[src/rtl/ccip_feature_list_pkg.sv]
// CCI-P feature list types and DFH chain helper.
// Shared by the MMIO read sequencer and its request FIFO.
package ccip_feature_list_pkg;

  localparam int CCIP_MMIO_ADDR_WIDTH = 16;
  localparam int CCIP_MMIO_TID_WIDTH  = 9;

  typedef logic [11:0] t_ccip_feature_id;
  typedef logic [3:0]  t_ccip_feature_version;

  typedef enum logic [3:0] {
    eFTYP_AFU = 4'h1,
    eFTYP_BBB = 4'h2,
    eFTYP_PVT = 4'h3
  } t_ccip_feature_type;

  typedef struct packed {
    t_ccip_feature_type    f_type;
    logic [18:0]           rsvd0;
    logic                  eol;
    logic [23:0]           next;
    t_ccip_feature_version version;
    t_ccip_feature_id      id;
  } t_ccip_dfh;

  typedef enum logic [1:0] {
    S_IDLE,
    S_FWD,
    S_WAIT,
    S_RESP
  } t_mmio_seq_state;

  function automatic t_ccip_dfh ccip_dfh_chain_entry(
    input logic [3:0]            k,
    input logic                  last,
    input t_ccip_feature_id      id,
    input t_ccip_feature_version ver,
    input logic [23:0]           region_bytes
  );
    t_ccip_dfh d;
    d         = '0;
    d.f_type  = (k == 4'd0) ? eFTYP_AFU : eFTYP_PVT;
    d.eol     = last;
    d.next    = last ? 24'd0 : region_bytes;
    d.version = ver;
    d.id      = id;
    return d;
  endfunction

endpackage

[src/rtl/ccip_mmio_req_fifo.sv]
// Synchronous request FIFO holding {addr, tid}.
// Show-ahead read port; push while full is taken only with a pop.
module ccip_mmio_req_fifo #(
  parameter int DEPTH = 8,
  parameter int WIDTH = 25
) (
  input  logic             clk,
  input  logic             reset,
  input  logic             push,
  input  logic [WIDTH-1:0] wr_data,
  input  logic             pop,
  output logic [WIDTH-1:0] rd_data,
  output logic             full,
  output logic             empty
);

  localparam int AW = $clog2(DEPTH);

  logic [WIDTH-1:0] mem [DEPTH];
  logic [AW:0]      wptr;
  logic [AW:0]      rptr;
  logic             wr_en;
  logic             rd_en;

  assign empty   = (wptr == rptr);
  assign full    = (wptr[AW] != rptr[AW]) &&
                   (wptr[AW-1:0] == rptr[AW-1:0]);
  assign rd_en   = pop && !empty;
  assign wr_en   = push && (!full || rd_en);
  assign rd_data = mem[rptr[AW-1:0]];

  // pointer update
  always_ff @(posedge clk) begin
    if (reset) begin
      wptr <= '0;
      rptr <= '0;
    end else begin
      if (wr_en) wptr <= wptr + 1'b1;
      if (rd_en) rptr <= rptr + 1'b1;
    end
  end

  // storage write
  always_ff @(posedge clk) begin
    if (wr_en) mem[wptr[AW-1:0]] <= wr_data;
  end

endmodule

[src/rtl/ccip_dfh_mmio_sequencer.sv]
// MMIO read sequencer for a chain of DFH feature regions.
// Serves DFH words locally, forwards CSR reads, forces timeouts.
module ccip_dfh_mmio_sequencer
  import ccip_feature_list_pkg::*;
#(
  parameter int N_FEATURES       = 4,
  parameter int REGION_ADDR_BITS = 10,
  parameter logic [N_FEATURES*12-1:0] FEATURE_IDS = '0,
  parameter logic [3:0] FEATURE_VERSION = 4'h0,
  parameter int REQ_FIFO_DEPTH   = 8,
  parameter int TIMEOUT_CYCLES   = 512
) (
  input  logic                        clk,
  input  logic                        reset,
  input  logic                        rd_req_valid,
  input  logic [15:0]                 rd_req_addr,
  input  logic [8:0]                  rd_req_tid,
  output logic                        rd_rsp_valid,
  output logic [8:0]                  rd_rsp_tid,
  output logic [63:0]                 rd_rsp_data,
  output logic [N_FEATURES-1:0]       fe_req_valid,
  output logic [REGION_ADDR_BITS-1:0] fe_req_addr,
  input  logic [N_FEATURES-1:0]       fe_rsp_valid,
  input  logic [N_FEATURES*64-1:0]    fe_rsp_data,
  output logic                        busy,
  output logic                        overflow,
  output logic [15:0]                 timeout_count
);

  localparam int AW = CCIP_MMIO_ADDR_WIDTH;
  localparam int TW = CCIP_MMIO_TID_WIDTH;
  localparam int RB = REGION_ADDR_BITS;
  localparam int CW = $clog2(TIMEOUT_CYCLES) + 1;
  localparam logic [23:0] REGION_BYTES = 24'(64'd4 << RB);
  localparam logic [CW-1:0] T_LAST = CW'(TIMEOUT_CYCLES - 1);

  t_mmio_seq_state state, state_n;

  logic          pop;
  logic          full;
  logic          empty;
  logic [AW+TW-1:0] head;
  logic [AW-1:0] head_addr;
  logic [TW-1:0] head_tid;

  logic [3:0]    dk;
  logic [RB-1:0] doff;
  logic          oor;
  logic          dfh_hit;
  t_ccip_feature_id id_sel;
  t_ccip_dfh     dfh_word;

  logic [3:0]    k_q, k_n;
  logic [RB-1:0] off_q, off_n;
  logic [TW-1:0] tid_q, tid_n;
  logic [63:0]   data_q, data_n;
  logic [CW-1:0] timer_q, timer_n;
  logic [15:0]   tcnt_q, tcnt_n;
  logic          ovf_q, ovf_n;

  logic          fe_hit;
  logic [63:0]   fe_sel;

  ccip_mmio_req_fifo #(
    .DEPTH (REQ_FIFO_DEPTH),
    .WIDTH (AW + TW)
  ) u_fifo (
    .clk     (clk),
    .reset   (reset),
    .push    (rd_req_valid),
    .wr_data ({rd_req_addr, rd_req_tid}),
    .pop     (pop),
    .rd_data (head),
    .full    (full),
    .empty   (empty)
  );

  assign head_addr = head[AW+TW-1:TW];
  assign head_tid  = head[TW-1:0];

  if (RB + 4 < AW) begin : g_hi
    logic unused_addr_hi;
    assign unused_addr_hi = ^head_addr[AW-1:RB+4];
  end

  // decode of the request at the FIFO head, including its DFH word
  always_comb begin
    dk      = head_addr[RB +: 4];
    doff    = head_addr[RB-1:0];
    oor     = ({1'b0, dk} >= 5'(N_FEATURES));
    dfh_hit = (doff[RB-1:1] == '0);
    id_sel  = '0;
    for (int i = 0; i < N_FEATURES; i++) begin
      if (dk == 4'(i)) id_sel = FEATURE_IDS[i*12 +: 12];
    end
    dfh_word = ccip_dfh_chain_entry(dk,
                                    dk == 4'(N_FEATURES - 1),
                                    id_sel, FEATURE_VERSION,
                                    REGION_BYTES);
  end

  // response lane of the feature owning the in-flight request
  always_comb begin
    fe_hit = 1'b0;
    fe_sel = '0;
    for (int i = 0; i < N_FEATURES; i++) begin
      if (k_q == 4'(i)) begin
        fe_hit = fe_rsp_valid[i];
        fe_sel = fe_rsp_data[i*64 +: 64];
      end
    end
  end

  // next-state, datapath capture and FIFO pop
  always_comb begin
    state_n = state;
    pop     = 1'b0;
    k_n     = k_q;
    off_n   = off_q;
    tid_n   = tid_q;
    data_n  = data_q;
    timer_n = timer_q;
    tcnt_n  = tcnt_q;
    unique case (state)
      S_IDLE: begin
        if (!empty) begin
          pop   = 1'b1;
          tid_n = head_tid;
          k_n   = dk;
          off_n = doff;
          if (oor) begin
            data_n  = '0;
            state_n = S_RESP;
          end else if (dfh_hit) begin
            data_n  = dfh_word;
            state_n = S_RESP;
          end else begin
            state_n = S_FWD;
          end
        end
      end
      S_FWD: begin
        timer_n = '0;
        state_n = S_WAIT;
      end
      S_WAIT: begin
        if (fe_hit) begin
          data_n  = fe_sel;
          state_n = S_RESP;
        end else if (timer_q == T_LAST) begin
          data_n  = '1;
          if (tcnt_q != 16'hFFFF) tcnt_n = tcnt_q + 16'd1;
          state_n = S_RESP;
        end else begin
          timer_n = timer_q + CW'(1);
        end
      end
      S_RESP: state_n = S_IDLE;
      default: state_n = S_IDLE;
    endcase
    ovf_n = ovf_q | (rd_req_valid && full && !pop);
  end

  // state and datapath registers
  always_ff @(posedge clk) begin
    if (reset) begin
      state   <= S_IDLE;
      k_q     <= '0;
      off_q   <= '0;
      tid_q   <= '0;
      data_q  <= '0;
      timer_q <= '0;
      tcnt_q  <= '0;
      ovf_q   <= 1'b0;
    end else begin
      state   <= state_n;
      k_q     <= k_n;
      off_q   <= off_n;
      tid_q   <= tid_n;
      data_q  <= data_n;
      timer_q <= timer_n;
      tcnt_q  <= tcnt_n;
      ovf_q   <= ovf_n;
    end
  end

  // one-hot forward strobe toward the owning feature
  always_comb begin
    fe_req_valid = '0;
    for (int i = 0; i < N_FEATURES; i++) begin
      fe_req_valid[i] = (state == S_FWD) && (k_q == 4'(i));
    end
  end

  assign fe_req_addr   = (state == S_FWD) ? off_q : '0;
  assign rd_rsp_valid  = (state == S_RESP);
  assign rd_rsp_tid    = rd_rsp_valid ? tid_q : '0;
  assign rd_rsp_data   = rd_rsp_valid ? data_q : '0;
  assign busy          = !empty || (state != S_IDLE);
  assign overflow      = ovf_q;
  assign timeout_count = tcnt_q;

endmodule

[config.mk]
export PLATFORM = sky130hd
export DESIGN_NAME = ccip_dfh_mmio_sequencer
export DESIGN_NICKNAME = d
export VERILOG_FILES = /design/src/rtl/ccip_feature_list_pkg.sv /design/src/rtl/ccip_mmio_req_fifo.sv /design/src/rtl/ccip_dfh_mmio_sequencer.sv
export SDC_FILE = /design/constraint.sdc
export NUM_CORES = 1
export LEC_CHECK = 0
export CAP_MARGIN = 10
export CORE_ASPECT_RATIO = 0.6
export CORE_UTILIZATION = 50
export CTS_CLUSTER_DIAMETER = 30
export DETAILED_ROUTE_END_ITERATION = 10
export MAX_ROUTING_LAYER = met4
export PLACE_DENSITY_LB_ADDON = 0.25
export REMOVE_ABC_BUFFERS = 1
export SLEW_MARGIN = 0
export SYNTH_ARGS = -nofsm -noshare
export SYNTH_HDL_FRONTEND = slang
export SYNTH_SLANG_ARGS = --single-unit
export TNS_END_PERCENT = 50
[constraint.sdc]
create_clock -name clk -period 5.46 [get_ports clk]
set_clock_uncertainty 0.1 [all_clocks]
set_input_delay 0.546 -clock clk [delete_from_list [all_inputs] [get_ports clk]]
set_output_delay 0.546 -clock clk [all_outputs]
set_load 0.01 [all_outputs]
# After elaboration in Yosys (flattened, before gate mapping)
# Memories as Yosys holds them, arrays and structs flattened. A register that Yosys moved wholly into a read port is not among the register bits.
# Cells that the tools add are included.
word_totals:
  ff_bits: 124
  ramBits: 200
  in_bits: 288
  elab_cells: 96
  mem_count: 1
op_classes:
  addsub: 4
  magnitude_cmp: 1
  eq_ne: 17
  muxes: 34
  n_bitwise: 3
  reduce_logical: 26
mem_list:
  columns: ["name", "words", "width", "read_ports", "rd_clocked_by_memory_dff", "write_ports", "line_no", "rtl"]
  rows:
  - ["u_fifo.mem", 8, 25, 1, 1, 1, "ccip_mmio_req_fifo.sv:19", "logic [WIDTH-1:0] mem [DEPTH];"]
op_table:
  columns: ["op", "n"]
  rows:
  - ["two-way mux 64 bit", 10]
  - ["one-hot mux 64 bit (2 select lines)", 1]
  - ["two-way mux 10 bit", 3]
  - ["one-hot mux 10 bit (2 select lines)", 1]
  - ["adder 16 x 1 -> 16 bit, second input constant", 1]
  - ["inequality test 16 bit, second input constant", 1]
  - ["two-way mux 13 bit", 1]
  - ["equality test 4 x 2 -> 1 bit, second input constant", 3]
  - ["two-way mux 2 bit", 6]
  - ["adder 10 x 1 -> 10 bit, second input constant", 1]
  - ["equality test 10 x 9 -> 1 bit, second input constant", 1]
  - ["logical AND 1 bit", 9]
  - ["logical NOT 9 bit", 1]
  - ["two-way mux 9 bit", 1]
  - ["adder 4 x 1 -> 4 bit, second input constant", 2]
  - ["logical NOT 4 bit", 2]
  - ["two-way mux 1 bit", 8]
  - ["one-hot mux 2 bit (4 select lines)", 1]
  - ["AND reduction 4 bit", 2]
  - ["two-way mux 3 bit", 2]
  - ["inequality test 2 bit, second input constant", 3]
  - ["inequality test 3 bit, second input constant", 2]
  - ["nonzero test 2 bit", 3]
  - ["equality test 2 bit, second input constant", 2]
  - ["other kinds (13)", 18]

# Longest topological paths before layout
# Gate-level depths: netlist of run 1.
logic_depth:
  depth_word: 8
  mapped_depth: 10
  ltp_nobuf: 8

# Cells and area by module
# From an unflattened synthesis of run 1, not the netlist that was laid out.
unflattened:
  hier_cells: 1118
  area_unflattened_um2: 15310.9
by_module_without_submodules:
  columns: ["mod", "n_inst", "cells_per_inst", "area_per_inst_um2", "seq_area_each_um2"]
  rows:
  - ["ccip_mmio_req_fifo", 1, 361, 8104.0, 6226.0]
  - ["ccip_dfh_mmio_sequencer", 1, 757, 7206.9, 2322.2]

# Worst setup path after synthesis of run 1
# Ideal clock, no wire load.
synth_path:
  path_type: "reg2reg"
  from: "reg u_fifo.wptr[0]"
  to: "mem u_fifo.mem[4][0] (enable)"
  t_arrival_ns: 2.776
  required_ns: 4.928
  path_slack_ns: 2.152
  stages_incl_launch_ff: 7
  period_less_slack_ns: 3.308
  cell_sequence: "dfxtp_1 -> clkbuf_1 -> xnor2_1 -> nand3_1 -> o31a_1 -> nand2_1 -> nor3_1"
synth_between:
  elab_chain_len: 8
  elab_cells_between_ends: 12
synth_lines:
  columns: ["item", "line_no", "rtl"]
  rows:
  - ["start: declaration", "ccip_mmio_req_fifo.sv:20", "logic [AW:0] wptr;"]
  - ["start signal: assignment", "ccip_mmio_req_fifo.sv:38", "if (wr_en) wptr <= wptr + 1'b1;"]
  - ["equality test 4 bit", "ccip_mmio_req_fifo.sv:25", "assign empty = (wptr == rptr);"]
  - ["two-way mux 1 bit", "ccip_dfh_mmio_sequencer.sv:126", "if (!empty) begin"]
  - ["two-way mux 1 bit", "ccip_dfh_mmio_sequencer.sv:124", "unique case (state)"]
  - ["logical AND 1 bit", "ccip_mmio_req_fifo.sv:28", "assign rd_en = pop && !empty;"]
  - ["logical OR 1 bit", "ccip_mmio_req_fifo.sv:29", "assign wr_en = push && (!full || rd_en);"]
  - ["logical AND 1 bit", "ccip_mmio_req_fifo.sv:29", null]
  - ["two-way mux 1 bit", "ccip_mmio_req_fifo.sv:45", "if (wr_en) mem[wptr[AW-1:0]] <= wr_data;"]
  - ["two-way mux 1 bit (implied by the code)", "ccip_mmio_req_fifo.sv:45", null]
  - ["end: declaration", "ccip_mmio_req_fifo.sv:19", null]
# Parallel ways exist; a longest one is shown, timed or not.

==> results.cfg, run 1 <==
[status]
status = completed

[run]
maxCapViolations = 0

[logic_synthesis]
synth_area_sq_um = 14900
syn_area_per_cell_sq_um = 12.8
synthSimpleGateAreaFrac_pct = 10.4
synth_edf_count = 184
synth_seq_area_share_pct = 54.2
yosys_warnings = 0
synthCells = 1160
synthXorXnorAreaFrac_pct = 1.76
yosysUniqueCellTypes = 50
synthAdderAreaFrac_pct = 0.756
synth-compound-area-share_pct = 10.4
synth-async-reset-ratio_pct = 0
synth-seq-cells = 311
synth_top_family_by_area = multiplexers
synthMuxAreaShare_pct = 18.2
synth_ff_type = edfxtp_1

[sta]
fin_crit_ns = 3.87
fmax_mhz = 258
setup_viol = 0
max-slew-margin-rel_pct = 26.7
rsz0062_at_grt = no
worst_slack_ns = 1.59
finalHoldViolCount = 0
worst_pin_slew_ns = 1.10
layout_worst_path_cycle_share_pct = 70.9
slew_viol_final = 0

[global_routing]
grt.total_usage_pct = 29.4
grt_antenna_before_repair = 4
grt_pass1_vias = 10898
grt_start_max_net_pins = 65
grt_pass1_wl_um = 64900
overflow = 0

[route]
ant_nets = 0
wl_per_cell_um = 22.6
viasPerCell = 5.63
firstDrtPassIters = 5
wl_um = 44300
drtIter0Drc = 908
drc = 0
vias = 11036

[critical_path]
endpoint = data_q[15]
cp_cell_sequence = buf_4 -> mux4_2 -> mux2i_1 -> nand2_1 -> a2bb2oi_1 -> a21oi_4 -> buf_4 -> a221oi_2
worst-path-stages = 8
rr_worst_depth = 8
critical-path-top-delay-family = compound AO/OA/AOI/OAI gates
crit_buf_inv = 2
reg2reg_slack_ns = 1.59
end_kind = flop
critPathMaxFanout = 46
arrival_ns = 4.19
crit_top_cell = buf_4
crit_path_max_incr_delay_ns = 0.78
crit_slowest_cell = dfxtp_2
cp-start-kind = flop
path_class = flop to flop
r2r-end = data_q[15]
crit_required_ns = 5.78

[power]
p_leak_nw = 6.83
power.density_nw_per_um2 = 457
ir_drop_mv = 0.437

[cts]
cts_hold_buf = 0
cts_setup_buffers = 0
cts_sinks = 311
clk_pin_slew_worst_paths_ns = 0.05
cts_resized = 0
cts_buffers = 43
cts-root-buf = clkbuf_16
clk_latency_ns = 0.56
htree_levels = 2
clockBufferDepth = 3
cts_tree = done

[place]
gp_congestion = 0.805
port_buffers = 391
dp.cells = 1875
preCtsSetupSlack_ns = 1.67
post-dp-hpwl_um = 30200

[floorplanning]
die_w_um = 225
start_util_pct = 51.3
core_area_sq_um = 29000
ios = 394
die-area_sq_um = 30500
fp-row-count = 48
die_h_um = 136

[cells_and_area]
area_delta_synth_final_pct = 38.3
fillers = 2025
nNetsFinal = 1817
drive_above_1_share_pct = 15.2
layout_commonest_cell = clkdlybuf4s50_1
layoutNonFillerInstCount = 1959
final_cell_mix = clkdlybuf4s50_1 (390), edfxtp_1 (184), dfxtp_1 (123)

[worst_hold_path]
worstHoldPathType = flop to flop
worstHoldPathCells = 2
[worst reg2reg max path, cell delays in order, from the launching register on]
cell	delay (ns)
dfxtp_2	0.78
buf_4	0.44
mux4_2	0.56
mux2i_1	0.31
nand2_1	0.26
a2bb2oi_1	0.47
a21oi_4	0.08
buf_4	0.36
a221oi_2	0.41
[logic make-up (layout without fill, tap and decap cells)]
logic type / count (synthesis) / count (layout)
buf+inv: 145 / 540
compound gates: 167 / 167
simple gates: 309 / 309
other cells: 0 / 4
xor+xnor: 30 / 30
fa+ha+maj: 9 / 9
mux: 189 / 189
flops: 311 / 311
[cells in the mapped netlist (2+ instances only)]
| cell | n | area (sq um) |
|---|---|---|
| a211oi_1 | 19 | 143 |
| edfxtp_1 | 184 | 5530 |
| inv_1 | 55 | 206 |
| o21ai_1 | 3 | 15.0 |
| buf_6 | 9 | 101 |
| ha_1 | 9 | 113 |
| a32o_1 | 14 | 140 |
| and4_1 | 3 | 26.3 |
| dfxtp_1 | 127 | 2540 |
| nand4_1 | 3 | 18.8 |
| and3_1 | 4 | 25.0 |
| clkbuf_1 | 57 | 214 |
| nor2_1 | 86 | 323 |
| and2_1 | 85 | 532 |
| mux2_2 | 6 | 67.6 |
| o21ai_0 | 5 | 25.0 |
| a221oi_2 | 50 | 751 |
| nand2_1 | 74 | 278 |
| nand3_1 | 10 | 50.1 |
| o22ai_1 | 46 | 288 |
| buf_1 | 9 | 33.8 |
| nor3b_1 | 5 | 37.5 |
| xnor2_1 | 25 | 219 |
| xor2_1 | 5 | 43.8 |
| or3_1 | 4 | 25.0 |
| mux4_2 | 65 | 1460 |
| nor3_1 | 16 | 80.1 |
| a21oi_1 | 21 | 105 |
| nand2b_1 | 4 | 25.0 |
| mux2i_1 | 118 | 1180 |
| buf_4 | 5 | 37.5 |
| nor4_1 | 3 | 18.8 |
| buf_2 | 10 | 50.1 |
| nand3b_1 | 4 | 30.0 |
| nor4b_1 | 2 | 17.5 |
[metal layers]
metal | vias to the layer above | global-route usage (%) | part of all wire (%)
li1 | 5084 | - | -
met4 | 0 | 8.35 | 1.8
met5 | - | - | 0
met2 | 426 | 45.1 | 48
met3 | 53 | 7.66 | 8.4
met1 | 5473 | 38.6 | 42
[through the flow]
step	cell area (sq um)	power [W]	setup TNS, ns	hold slack [ns]	util [%]
final	20600	0.00940	0	0.354	71.0
after CTS	20600	0.00944	0	0.355	71.0
after global routing	20600	0.00984	0	0.376	71.0
after detailed placement	19100	0.00650	0	0.347	65.7
after global placement	19100	0.00643	0	0.343	65.7
after floorplan	14500	0.00548	-150.86	0.329	-
[sequential cells by signal (all words and copies together), names as in the netlist, named ones only]
signal / flops
timeout_count: 16
off_q: 10
k_q: 4
data_q: 64
timer_q: 10
tid_q: 9
overflow: 1
u_fifo.wptr: 4
u_fifo.rptr: 4
u_fifo.mem: 184
state: 2
[final cells by class]
type / count / area [sq um] / share of cell area [%]
flip-flops and latches: 311 / 8080 / 39.2
diodes: 4 / 10.0 / 0.0486
repair buffers: 405 / 4030 / 19.6
well taps: 400 / 500 / 2.43
clock inverters: 30 / 363 / 1.76
clock buffers: 50 / 1160 / 5.65
multi-input cells: 704 / 6250 / 30.4
inverters: 55 / 206 / 1.00
[power breakdown]
group | switching (W) | total (W) | internal, W | leakage [nW]
registers | 0.000273 | 0.00303 | 0.00276 | 2.71
logic | 0.00194 | 0.00345 | 0.00151 | 3.39
clock network | 0.00111 | 0.00292 | 0.00180 | 0.734
[worst min path at each step]
| stage | startpoint | to | slack, ns |
|---|---|---|---|
| 6_report | data_q[25] | data_q[25] | 0.35 |
| 5_1_grt | data_q[40] | data_q[40] | 0.38 |
| 4_1_cts | data_q[13] | data_q[13] | 0.35 |
| 3_5_place_dp | data_q[13] | data_q[13] | 0.35 |
| 3_3_place_gp | data_q[56] | data_q[56] | 0.34 |
| 2_1_floorplan | data_q[0] | data_q[0] | 0.33 |
No activity file was read; power rests on OpenSTA's default activity.
==> run 2: changes to the inputs <==
- CORE_UTILIZATION: 50 -> 49
- clock period: 5.46 -> 3.8 ns (I/O delays scaled with it)
==> results.cfg, run 2 (synthesis gave the netlist of run 1 again) <==
[status]
status = completed

[critical_path]
crit_path_max_incr_delay_ns = 0.65
crit_slowest_cell = dfxtp_2
end_kind = flop
crit_required_ns = 4.14
rr_worst_depth = 6
cp_cell_sequence = mux4_2 -> mux2_2 -> nor4_4 -> nand4_2 -> a21o_4 -> a221oi_2
arrival_ns = 3.81
cp-start-kind = flop
critical-path-top-delay-family = compound AO/OA/AOI/OAI gates
crit_buf_inv = 0
worst-path-stages = 6
critPathMaxFanout = 64
path_class = flop to flop

[route]
viasPerCell = 5.60
wl_per_cell_um = 22.2
wl_um = 44300
highest_layer = met4
met3_length_um = 3570
wl_met1_um = 19000
vias = 11174
firstDrtPassIters = 5
wl_met2_um = 20800
drtIter0Drc = 753
drc = 0
ant_nets = 0

[floorplanning]
core_area_sq_um = 29900
die_w_um = 227
die-area_sq_um = 31100
fp-row-count = 49
start_util_pct = 49.8
die_h_um = 137
ios = 394

[sta]
layout_worst_path_cycle_share_pct = 91.3
worst_slack_ns = 0.332
worst_pin_slew_ns = 1.04
slew_viol_final = 0
rsz0062_at_grt = no
setup_viol = 0
hold_slack_ns = 0.155
fin_crit_ns = 3.47
max-slew-margin-rel_pct = 30.3
fmax_mhz = 288
finalHoldViolCount = 0

[cts]
cts_setup_buffers = 0
cts_sinks = 311
cts_hold_buf = 0
cts_buffers = 46
clk_latency_ns = 0.54
cts_resized = 0
htree_levels = 2
cts-root-buf = clkbuf_16
cts_tree = done
clk_pin_slew_worst_paths_ns = 0.06
clockBufferDepth = 3

[global_routing]
grt.total_usage_pct = 28.6
grt_pass1_wl_um = 64200
overflow = 0
grt_start_max_net_pins = 114
grt_pass1_vias = 10922
grt_antenna_before_repair = 2

[cells_and_area]
largest_register_ffs = 184
final_cell_mix = clkdlybuf4s50_1 (390), edfxtp_1 (184), dfxtp_1 (123)
drive_above_1_share_pct = 16.4
post-route-util_pct = 69.5
fillers = 2224
area_delta_synth_final_pct = 39.7
nNetsFinal = 1847
layout_commonest_cell = clkdlybuf4s50_1

[place]
post-dp-hpwl_um = 30500
gp_congestion = 0.845
preCtsSetupSlack_ns = 0.369
port_buffers = 391

[power]
p_leak_nw = 6.98
power.density_nw_per_um2 = 658
ir_drop_mv = 0.813

[worst_hold_path]
worstHoldPathCells = 2
worstHoldPathType = primary input to flop

[run]
maxCapViolations = 0
[run 2: worst paths after layout]
kind	from	slack (ns)	to
min reg2reg	data_q[58]	0.35	data_q[58]
min	reset	0.15	overflow
max reg2reg	flop	0.33	data_q[43]
max	flop	0.33	data_q[43]
[run 2: power breakdown]
group          internal, W  switching [W]
combinational      0.00235        0.00298
clock              0.00257        0.00154
sequential         0.00397       0.000276
[run 2: routing by layer]
metal | vias to the layer above | global-route usage [%]
li1 | 5148 | -
met1 | 5514 | 38.2
met2 | 449 | 44.2
met3 | 63 | 6.20
met4 | 0 | 7.72
met5 | - | -
[run 2: metrics by stage]
stage          std cells  setup TNS, ns  area (sq um)  total power, W
2_1_floorplan       1070        -308.66         14500         0.00787
3_3_place_gp        1910              0         19300         0.00951
3_5_place_dp        1910              0         19300         0.00961
4_1_cts             1995              0         20800          0.0138
5_1_grt             1996              0         20800          0.0143
6_report            1996              0         20800          0.0137
[run 2: worst register-to-register path, cell delays in order, from the launching register on]
cell,delay [ns]
dfxtp_2,0.65
mux4_2,0.60
mux2_2,0.32
nor4_4,0.40
nand4_2,0.24
a21o_4,0.56
a221oi_2,0.50
[run 2: cell type report]
cell class / count / area [sq um] / area share, %
inverter: 55 / 206 / 0.993
clock buffer: 56 / 1210 / 5.82
timing repair buffer: 432 / 4270 / 20.5
antenna: 1 / 2.50 / 0.0120
tap: 408 / 510 / 2.45
sequential: 311 / 8080 / 38.8
multi-input combinational: 704 / 6220 / 29.9
clock inverter: 29 / 302 / 1.45
==> run 3: changes to the inputs <==
- CTS_CLUSTER_SIZE: not set -> 10
==> results.cfg, run 3 (synthesis gave the netlist of run 1 again) <==
[sta]
worst_pin_slew_ns = 1.05
worst_slack_ns = 0.328
finalHoldViolCount = 0
setup_viol = 0
rsz0062_at_grt = no
slew_viol_final = 0
fin_crit_ns = 3.47
fmax_mhz = 288
layout_worst_path_cycle_share_pct = 91.4
max-slew-margin-rel_pct = 29.2
hold_slack_ns = 0.131

[power]
p_int_w = 0.00909
total_power_w = 0.0139
power_frac_seq_pct = 30.6
p_leak_nw = 7.00
switchingPower_w = 0.00481
pwr-share-comb_pct = 38.4
ir_drop_mv = 0.812
clock_power_share_pct = 31.1
power.density_nw_per_um2 = 665
p_sw_share_pct = 34.6

[place]
dp.cells = 1910
port_buffers = 391
place_area_sq_um = 19300
preCtsSetupSlack_ns = 0.369
gp_congestion = 0.845
post-dp-hpwl_um = 30500

[worst_hold_path]
hold_path_end = overflow
worstHoldPathType = primary input to flop
min-delay-start = reset
worstHoldPathCells = 2

[route]
drtIter0Drc = 823
viasPerCell = 5.55
vias = 11109
wl_um = 44300
wl_per_cell_um = 22.1
ant_nets = 0
drc = 0
firstDrtPassIters = 5

[cts]
cts_resized = 0
clk_latency_ns = 0.56
cts_tree = done
cts_hold_buf = 0
cts-root-buf = clkbuf_16
cts_sinks = 311
cts_setup_buffers = 0
clockBufferDepth = 3
cts_buffers = 48
htree_levels = 2
clk_pin_slew_worst_paths_ns = 0.05

[critical_path]
cp-start-kind = flop
cp_cell_sequence = buf_4 -> mux4_2 -> mux2i_1 -> and3_1 -> nand4_2 -> a21o_4 -> a221oi_2
crit_path_max_incr_delay_ns = 0.65
critPathMaxFanout = 64
reg2reg_slack_ns = 0.33
rr_worst_depth = 7
crit_slowest_cell = dfxtp_2
critical-path-top-delay-family = compound AO/OA/AOI/OAI gates
path_class = flop to flop
crit_buf_inv = 1
end_kind = flop
crit_required_ns = 4.16
r2r-end = data_q[43]
arrival_ns = 3.83

[run]
maxCapViolations = 0

[global_routing]
grt_pass1_wl_um = 64200
grt_start_max_net_pins = 114
grt_antenna_before_repair = 1
overflow = 0
grt.total_usage_pct = 28.7
grt_pass1_vias = 10910

[floorplanning]
die-area_sq_um = 31100
die_w_um = 227
ios = 394
fp-row-count = 49
core_area_sq_um = 29900
start_util_pct = 49.8
die_h_um = 137

[cells_and_area]
area_delta_synth_final_pct = 40.2
layout_commonest_cell = clkdlybuf4s50_1
nNetsFinal = 1849
drive_above_1_share_pct = 16.3
layoutNonFillerInstCount = 2000
finalInstanceArea_sq_um = 20900
final_cell_mix = clkdlybuf4s50_1 (390), edfxtp_1 (184), dfxtp_1 (123)
largest_register_ffs = 184
fillers = 2202

[status]
status = completed
[run 3: worst max-delay path by stage]
stage	start	to	depth (start not counted)
2_1_floorplan	k_q[0]	data_q[0]	5
3_3_place_gp	flop	data_q[21]	7
3_5_place_dp	flop	data_q[49]	6
4_1_cts	flop	data_q[12]	7
5_1_grt	flop	data_q[1]	7
6_report	flop	data_q[43]	7
[run 3: routing by layer]
metal,global-route usage (%),routed length (um)
met1,38.4,19300
met2,44.1,20600
met3,6.38,3390
met4,8.09,1000
met5,-,0
[run 3: area by class of cell]
cell class / count / area, sq um / area share (%)
Timing Repair Buffer: 432 / 4270 / 20.4
Multi-Input combinational cell: 704 / 6220 / 29.8
Inverter: 55 / 206 / 0.989
Sequential cell: 311 / 8080 / 38.7
Tap cell: 408 / 510 / 2.44
Clock inverter: 24 / 287 / 1.37
Antenna cell: 1 / 2.50 / 0.0120
Clock buffer: 65 / 1310 / 6.26
[run 3: metrics by stage]
step	utilization [%]	setup TNS (ns)
5_1_grt	69.8	0
3_3_place_gp	64.5	0
3_5_place_dp	64.5	0
4_1_cts	69.8	0
2_1_floorplan	-	-308.66
6_report	69.8	0
[run 3: power groups by stage]
stage	registers, W	logic, W	clock network, W
after global placement	0.00430	0.00522	0
after global routing	0.00429	0.00571	0.00452
after CTS	0.00425	0.00533	0.00438
final	0.00425	0.00533	0.00431
after floorplan	0.00452	0.00335	0
after detailed placement	0.00431	0.00530	0
